===== config.mk =====
export PLATFORM = sky130hd
export DESIGN_NAME = pll_lock_sequencer_flat
export DESIGN_NICKNAME = d
export VERILOG_FILES = /design/src/rtl/pll_lock_sequencer_if.sv /design/src/rtl/pll_lock_sequencer.sv /design/src/flat_wrapper.sv
export SDC_FILE = /design/constraint.sdc
export NUM_CORES = 1
export LEC_CHECK = 0
export ABC_CLOCK_PERIOD_IN_PS = 2300
export BUFFER_PORTS_ARGS = -buffer_cell sky130_fd_sc_hd__buf_2
export CAP_MARGIN = 0
export CORE_MARGIN = 3
export CORE_UTILIZATION = 50
export CTS_CLUSTER_SIZE = 8
export DETAILED_ROUTE_END_ITERATION = 10
export PLACE_DENSITY = 0.71
export SLEW_MARGIN = 20
export SYNTH_ARGS = -nofsm -noshare
export SYNTH_HDL_FRONTEND = slang
export SYNTH_SLANG_ARGS = --single-unit

===== constraint.sdc =====
create_clock -name clk -period 2.3 [get_ports clk]
set_input_delay 0.345 -clock clk [delete_from_list [all_inputs] [get_ports clk]]
set_output_delay 0.345 -clock clk [all_outputs]
set_load 0.02 [all_outputs]

===== src/rtl/pll_lock_sequencer_if.sv =====
// Signal bundle between the PLL lock sequencer and its surroundings.
// The slave side is the sequencer. The master side is whatever drives locked_async.
interface pll_lock_sequencer_if #(
  parameter int CNT_W = 8
);
  logic             locked_async;
  logic             pll_rst;
  logic             sys_rst;
  logic             ready;
  logic             lock_lost;
  logic             timeout;
  logic [CNT_W-1:0] loss_count;

  modport master (
    output locked_async,
    input  pll_rst, sys_rst, ready, lock_lost, timeout, loss_count
  );

  modport slave (
    input  locked_async,
    output pll_rst, sys_rst, ready, lock_lost, timeout, loss_count
  );
endinterface


===== src/rtl/pll_lock_sequencer.sv =====
// Qualifies the PLL lock signal, then sequences the PLL reset and the downstream system reset.
// It re-resets the PLL on an acquire timeout or on loss of lock, and counts lock-loss events.
module pll_lock_sequencer #(
  parameter int SYNC_STAGES    = 2,
  parameter int STABLE_CYCLES  = 1024,
  parameter int RST_HOLD       = 16,
  parameter int TIMEOUT_CYCLES = 2500000,
  parameter int PLLRST_CYCLES  = 8,
  parameter int CNT_W          = 8
) (
  input  logic                 clk,
  input  logic                 rst,
  pll_lock_sequencer_if.slave  bus
);

  // Only one phase is timed at a time, so every state shares one phase counter.
  localparam int MAX_SR  = (STABLE_CYCLES > RST_HOLD) ? STABLE_CYCLES : RST_HOLD;
  localparam int MAX_TP  = (TIMEOUT_CYCLES > PLLRST_CYCLES) ? TIMEOUT_CYCLES : PLLRST_CYCLES;
  localparam int CNT_MAX = (MAX_SR > MAX_TP) ? MAX_SR : MAX_TP;
  localparam int TW      = $clog2(CNT_MAX) + 1;

  localparam logic [TW-1:0] C_PLLRST_LAST  = TW'(PLLRST_CYCLES - 1);
  localparam logic [TW-1:0] C_TIMEOUT_LAST = TW'(TIMEOUT_CYCLES - 1);
  localparam logic [TW-1:0] C_STABLE_LAST  = TW'(STABLE_CYCLES - 1);
  localparam logic [TW-1:0] C_HOLD_LAST    = TW'(RST_HOLD - 1);

  typedef enum logic [2:0] {
    S_RESET_PLL,
    S_WAIT_LOCK,
    S_STABLE,
    S_HOLD,
    S_RUN
  } state_t;

  logic [SYNC_STAGES-1:0] r_sync;
  logic                   w_locked_s;

  state_t                 r_state;
  state_t                 w_state_nxt;
  logic [TW-1:0]          r_cnt;
  logic [TW-1:0]          w_cnt_nxt;
  logic [CNT_W-1:0]       r_loss_count;
  logic [CNT_W-1:0]       w_loss_count_nxt;
  logic                   w_timeout_nxt;
  logic                   w_lost_nxt;

  logic                   r_pll_rst;
  logic                   r_sys_rst;
  logic                   r_ready;
  logic                   r_lock_lost;
  logic                   r_timeout;

  // NOTE: sequential state uses non-blocking assignments so every flop samples pre-edge values.
  always_ff @(posedge clk) begin
    if (rst) begin
      r_sync <= '0;
    end else begin
      r_sync <= {r_sync[SYNC_STAGES-2:0], bus.locked_async};
    end
  end

  assign w_locked_s = r_sync[SYNC_STAGES-1];

  // NOTE: every variable gets a default first so no path through the case infers a latch.
  always_comb begin
    w_state_nxt      = r_state;
    w_cnt_nxt        = r_cnt;
    w_loss_count_nxt = r_loss_count;
    w_timeout_nxt    = 1'b0;
    w_lost_nxt       = 1'b0;

    unique case (r_state)
      S_RESET_PLL: begin
        if (r_cnt == C_PLLRST_LAST) begin
          w_state_nxt = S_WAIT_LOCK;
          w_cnt_nxt   = '0;
        end else begin
          w_cnt_nxt = r_cnt + TW'(1);
        end
      end

      // Lock is checked before expiry, so a lock that arrives on the last cycle wins.
      S_WAIT_LOCK: begin
        if (w_locked_s) begin
          w_state_nxt = S_STABLE;
          w_cnt_nxt   = '0;
        end else if (r_cnt == C_TIMEOUT_LAST) begin
          w_state_nxt   = S_RESET_PLL;
          w_cnt_nxt     = '0;
          w_timeout_nxt = 1'b1;
        end else begin
          w_cnt_nxt = r_cnt + TW'(1);
        end
      end

      S_STABLE: begin
        if (!w_locked_s) begin
          w_state_nxt = S_WAIT_LOCK;
          w_cnt_nxt   = '0;
        end else if (r_cnt == C_STABLE_LAST) begin
          w_state_nxt = S_HOLD;
          w_cnt_nxt   = '0;
        end else begin
          w_cnt_nxt = r_cnt + TW'(1);
        end
      end

      S_HOLD: begin
        if (!w_locked_s) begin
          w_state_nxt = S_WAIT_LOCK;
          w_cnt_nxt   = '0;
        end else if (r_cnt == C_HOLD_LAST) begin
          w_state_nxt = S_RUN;
          w_cnt_nxt   = '0;
        end else begin
          w_cnt_nxt = r_cnt + TW'(1);
        end
      end

      S_RUN: begin
        if (!w_locked_s) begin
          w_state_nxt = S_RESET_PLL;
          w_cnt_nxt   = '0;
          w_lost_nxt  = 1'b1;
          if (r_loss_count != '1) begin
            w_loss_count_nxt = r_loss_count + CNT_W'(1);
          end
        end
      end

      default: begin
        w_state_nxt = S_RESET_PLL;
        w_cnt_nxt   = '0;
      end
    endcase
  end

  // Outputs are decoded from the next state, so they are registered and aligned with r_state.
  always_ff @(posedge clk) begin
    if (rst) begin
      r_state      <= S_RESET_PLL;
      r_cnt        <= '0;
      r_loss_count <= '0;
      r_pll_rst    <= 1'b1;
      r_sys_rst    <= 1'b1;
      r_ready      <= 1'b0;
      r_lock_lost  <= 1'b0;
      r_timeout    <= 1'b0;
    end else begin
      r_state      <= w_state_nxt;
      r_cnt        <= w_cnt_nxt;
      r_loss_count <= w_loss_count_nxt;
      r_pll_rst    <= (w_state_nxt == S_RESET_PLL);
      r_sys_rst    <= (w_state_nxt != S_RUN);
      r_ready      <= (w_state_nxt == S_RUN);
      r_lock_lost  <= w_lost_nxt;
      r_timeout    <= w_timeout_nxt;
    end
  end

  assign bus.pll_rst    = r_pll_rst;
  assign bus.sys_rst    = r_sys_rst;
  assign bus.ready      = r_ready;
  assign bus.lock_lost  = r_lock_lost;
  assign bus.timeout    = r_timeout;
  assign bus.loss_count = r_loss_count;

endmodule


===== src/flat_wrapper.sv =====
// flat-port wrapper written by rule: the top's interface ports become plain ports
module pll_lock_sequencer_flat 
#(
  parameter int SYNC_STAGES    = 2,
  parameter int STABLE_CYCLES  = 1024,
  parameter int RST_HOLD       = 16,
  parameter int TIMEOUT_CYCLES = 2500000,
  parameter int PLLRST_CYCLES  = 8,
  parameter int CNT_W          = 8
)
  (clk, rst, bus_locked_async, bus_pll_rst, bus_sys_rst, bus_ready, bus_lock_lost, bus_timeout, bus_loss_count);
  pll_lock_sequencer_if #(.CNT_W(CNT_W)) bus_i ();
  input  logic clk;
  input  logic rst;
  input wire logic [$bits(bus_i.locked_async)-1:0] bus_locked_async;
  output wire logic [$bits(bus_i.pll_rst)-1:0] bus_pll_rst;
  output wire logic [$bits(bus_i.sys_rst)-1:0] bus_sys_rst;
  output wire logic [$bits(bus_i.ready)-1:0] bus_ready;
  output wire logic [$bits(bus_i.lock_lost)-1:0] bus_lock_lost;
  output wire logic [$bits(bus_i.timeout)-1:0] bus_timeout;
  output wire logic [$bits(bus_i.loss_count)-1:0] bus_loss_count;
  assign bus_i.locked_async = bus_locked_async;
  assign bus_pll_rst = bus_i.pll_rst;
  assign bus_sys_rst = bus_i.sys_rst;
  assign bus_ready = bus_i.ready;
  assign bus_lock_lost = bus_i.lock_lost;
  assign bus_timeout = bus_i.timeout;
  assign bus_loss_count = bus_i.loss_count;
  pll_lock_sequencer #(.SYNC_STAGES(SYNC_STAGES), .STABLE_CYCLES(STABLE_CYCLES), .RST_HOLD(RST_HOLD), .TIMEOUT_CYCLES(TIMEOUT_CYCLES), .PLLRST_CYCLES(PLLRST_CYCLES), .CNT_W(CNT_W)) u_core (.clk(clk), .rst(rst), .bus(bus_i));
endmodule

==> run summary <==
Status: finished with violations
Violated checks: negative setup slack
IO Pins: 16
WL per Instance: 15.25 um
Flop2flop setup slack: -0.07 ns
Detailed Route WL: 5.690 mm
Initial antenna violation count: 0
Final period utilization: 1.032
R2R depth: 7
Footprint of the multi-input gates: 1394 um2
Final instance area: 2810 um2
Largest fanout on the critical path: 11
Max frequency: 0.4212 GHz
CP Capture Type: register
R2R Path End: u_core.r_cnt[20]
Dpl cell area: 2603 um2
GRT Resource Usage Total: 0.2307
CP startpoint kind: register
Met1 usage: 0.3162
Via/cell ratio: 5.965
Clock power share: 0.370
DRT Pass-1 Iters: 5
Worst-Skew Late Latency: 0.29 ns
Fin Clk Skew: 0.006798 ns
RSZ-0062 raised after global routing: yes
Yosys warns: 0
Reg power frac: 0.571
Min Clock Period, post-route: 2.374 ns
Grt met2 use: 0.3650
Chip height: 72.22 um
Fin util: 0.6829
Reg area: 825.8 um2
Post-synth top area share: 0.3744
Flops & latches, synth: 41
Syn nets: 280
Total CTS buffers: 5
Final hold vios: 0
GR peak layer: met2
Fill count: 332
Detailed-route via count: 2225
Post-route ant nets: 0
Async set-reset flop share out of synthesis: 0
Crit-path slowest cell: or4_4
Pwr dens: 449.6 nW/um2
HP Class: in -> reg
Final setup viols: 18
Synth unique cells: 44
Post-synth top cells: dfxtp_1, nand2_1, nor2_1
Overall power: 0.001263 W
Gate Count Post-Synth: 275
Average size of a mapped cell: 7.971 um2
Switching power: 0.0003058 W
Die span in x: 72.22 um
Post-route setup slack: -0.07397 ns
Most numerous cell in the Yosys netlist: dfxtp_1
Ys flop type: dfxtp_1
Share of post-route cells with drive strength above 1: 0.3003
Comb power frac: 0.059
Post-route DRC violation count: 0
Switch share: 0.2421
Area Overhead vs Synth: 28.20%
Vias in the first global route: 1965
Setup Slack @ Placement: -0.1355 ns
Internal power: 0.0009576 W
Row cnt: 23
Top post-synthesis cells by area: dfxtp_1, nand2_1, and3_1
HPWL after detailed placement: 3.936 mm
CTS tree: done
Max Cap Viol: 0
Global-route wire length before repair: 9.501 mm
Worst-Margin Slew: 0.4791 ns
Sink Count: 41
Crit path from: u_core.r_cnt[22]
Reg2Reg Launch Point: u_core.r_cnt[22]
RePlAce Congestion: 0.8630
Cell Area, Synth: 2192 um2
Clk slew on worst S/H paths: 0.08 ns
Clock root cell: clkbuf_8
Rel. slew slack: 0.6799
Largest net degree at the start of global routing: 21
Max incr delay on CP: 0.56 ns
Core area: 4115 um2
Die area: 5215 um2
Max rail drop VDD: 0.3065 mV
Grt met3 use: 0.04571
# hold bufs at CTS: 0
Crit Path Class: reg -> reg
Clock tree buffer depth: 2
Slew Viols, Final: 0
Worst path cell trace: or4_4 > nand4b_4 > or3_4 > a211o_4 > o21ai_4 > buf_12 > o311ai_1
Worst Path Required: 2.47 ns
Final #Nets: 327
Hold WS: 0.2554 ns
Starting DRT DRC Count: 150
H-tree depth: 2
Initial Utilization: 0.5327
Static leakage: 1.046 nW
Worst setup path endpoint: u_core.r_cnt[20]
Port Buffers: 15
Dominant cell type by area after synthesis: dfxtp_1
Total congestion overflow: 0
Number of flops mapped to enable cells by yosys: 0
Diodes inserted: 0
Sequential fraction of the synthesis area: 0.3744
WP data arrival: 2.54 ns
kinds of logic after synthesis:
family	share of synthesized area
DFF	0.3744
adders and majority gates	0.01141
muxes	0.004566
xor gates and xnor gates	0.03196
buffers and inverters	0.04452
and+or+nand+nor	0.3242
AOI/OAI and AO/OA	0.2089
registers in the layout, indices dropped and copies added (netlist names):
signal	count
u_core.bus.lock_lost	1
u_core.bus.loss_count	8
u_core.bus.pll_rst	1
u_core.bus.ready	1
u_core.bus.sys_rst	1
u_core.bus.timeout	1
u_core.r_cnt	23
u_core.r_state	3
u_core.r_sync	2
metrics by stage:
step / setup TNS, ns / instances
floorplan: -0.1423 / 275
global placement: -1.562 / 364
detailed placement: -2.037 / 364
CTS: -1.359 / 372
global route: -2.677 / 373
finish: -0.9699 / 373
critical path, delay by kind of cell, from the launching register on:
| kind | cells | cell delay [ns] |
|---|---|---|
| compound gates | 3 | 0.65 |
| flops | 1 | 0.32 |
| buf+inv | 1 | 0.16 |
| simple gates | 3 | 1.10 |
final cells by class:
cell class,instances,area share
Inverter,6,0.008014
Clock inverter,3,0.006233
Sequential cell,41,0.2939
Tap cell,50,0.02226
Clock buffer,5,0.02449
Timing Repair Buffer,57,0.1492
Multi-Input combinational cell,211,0.4960
how the worst min path moves through the flow:
stage | start | endpoint | slack (ns) | cells past startpoint
floorplan | u_core.r_sync[0] | u_core.r_sync[1] | 0.41 | 1
global placement | u_core.r_sync[0] | u_core.r_sync[1] | 0.42 | 1
detailed placement | u_core.r_sync[0] | u_core.r_sync[1] | 0.43 | 1
CTS | bus_locked_async | u_core.r_sync[0] | 0.25 | 2
global route | bus_locked_async | u_core.r_sync[0] | 0.25 | 2
finish | bus_locked_async | u_core.r_sync[0] | 0.26 | 2
routing by layer:
layer | wire length (um) | part of all wire
met5 | 0 | 0
met4 | 34 | 0.0060
met3 | 266 | 0.047
met2 | 2672 | 0.47
met1 | 2716 | 0.48
power by group through the flow:
stage	Combinational, W	Clock [W]	Sequential [W]
finish	0.0000747	0.000467	0.000722
global route	0.0000806	0.000520	0.000723
CTS	0.0000687	0.000478	0.000719
detailed placement	0.0000641	0	0.000736
global placement	0.0000623	0	0.000736
floorplan	0.0000338	0	0.000738
cell usage in the layout (no fill, tap or decap), drive strengths merged, types with 4 or more instances in the layout:
cell and count:
a21oi 12, and2 5, and3 13, buf 57, clkbuf 5, dfxtp 41, inv 6, nand2 39
nand3 13, nand4 9, nor2 19, nor2b 4, nor3 9, nor4 8, o2111ai 7, o211ai 4
o21ai 16, o311ai 14, or2 4, or3 5, xnor2 4, xor2 4
what timing repair did:
item / CTS / global route
gates resized for setup: 18 / 17
setup buffers: 0 / 1
setup endpoints to repair: 23 / 24
pin swaps: 2 / 5
Note: power is estimated with default switching activity, not from simulation.
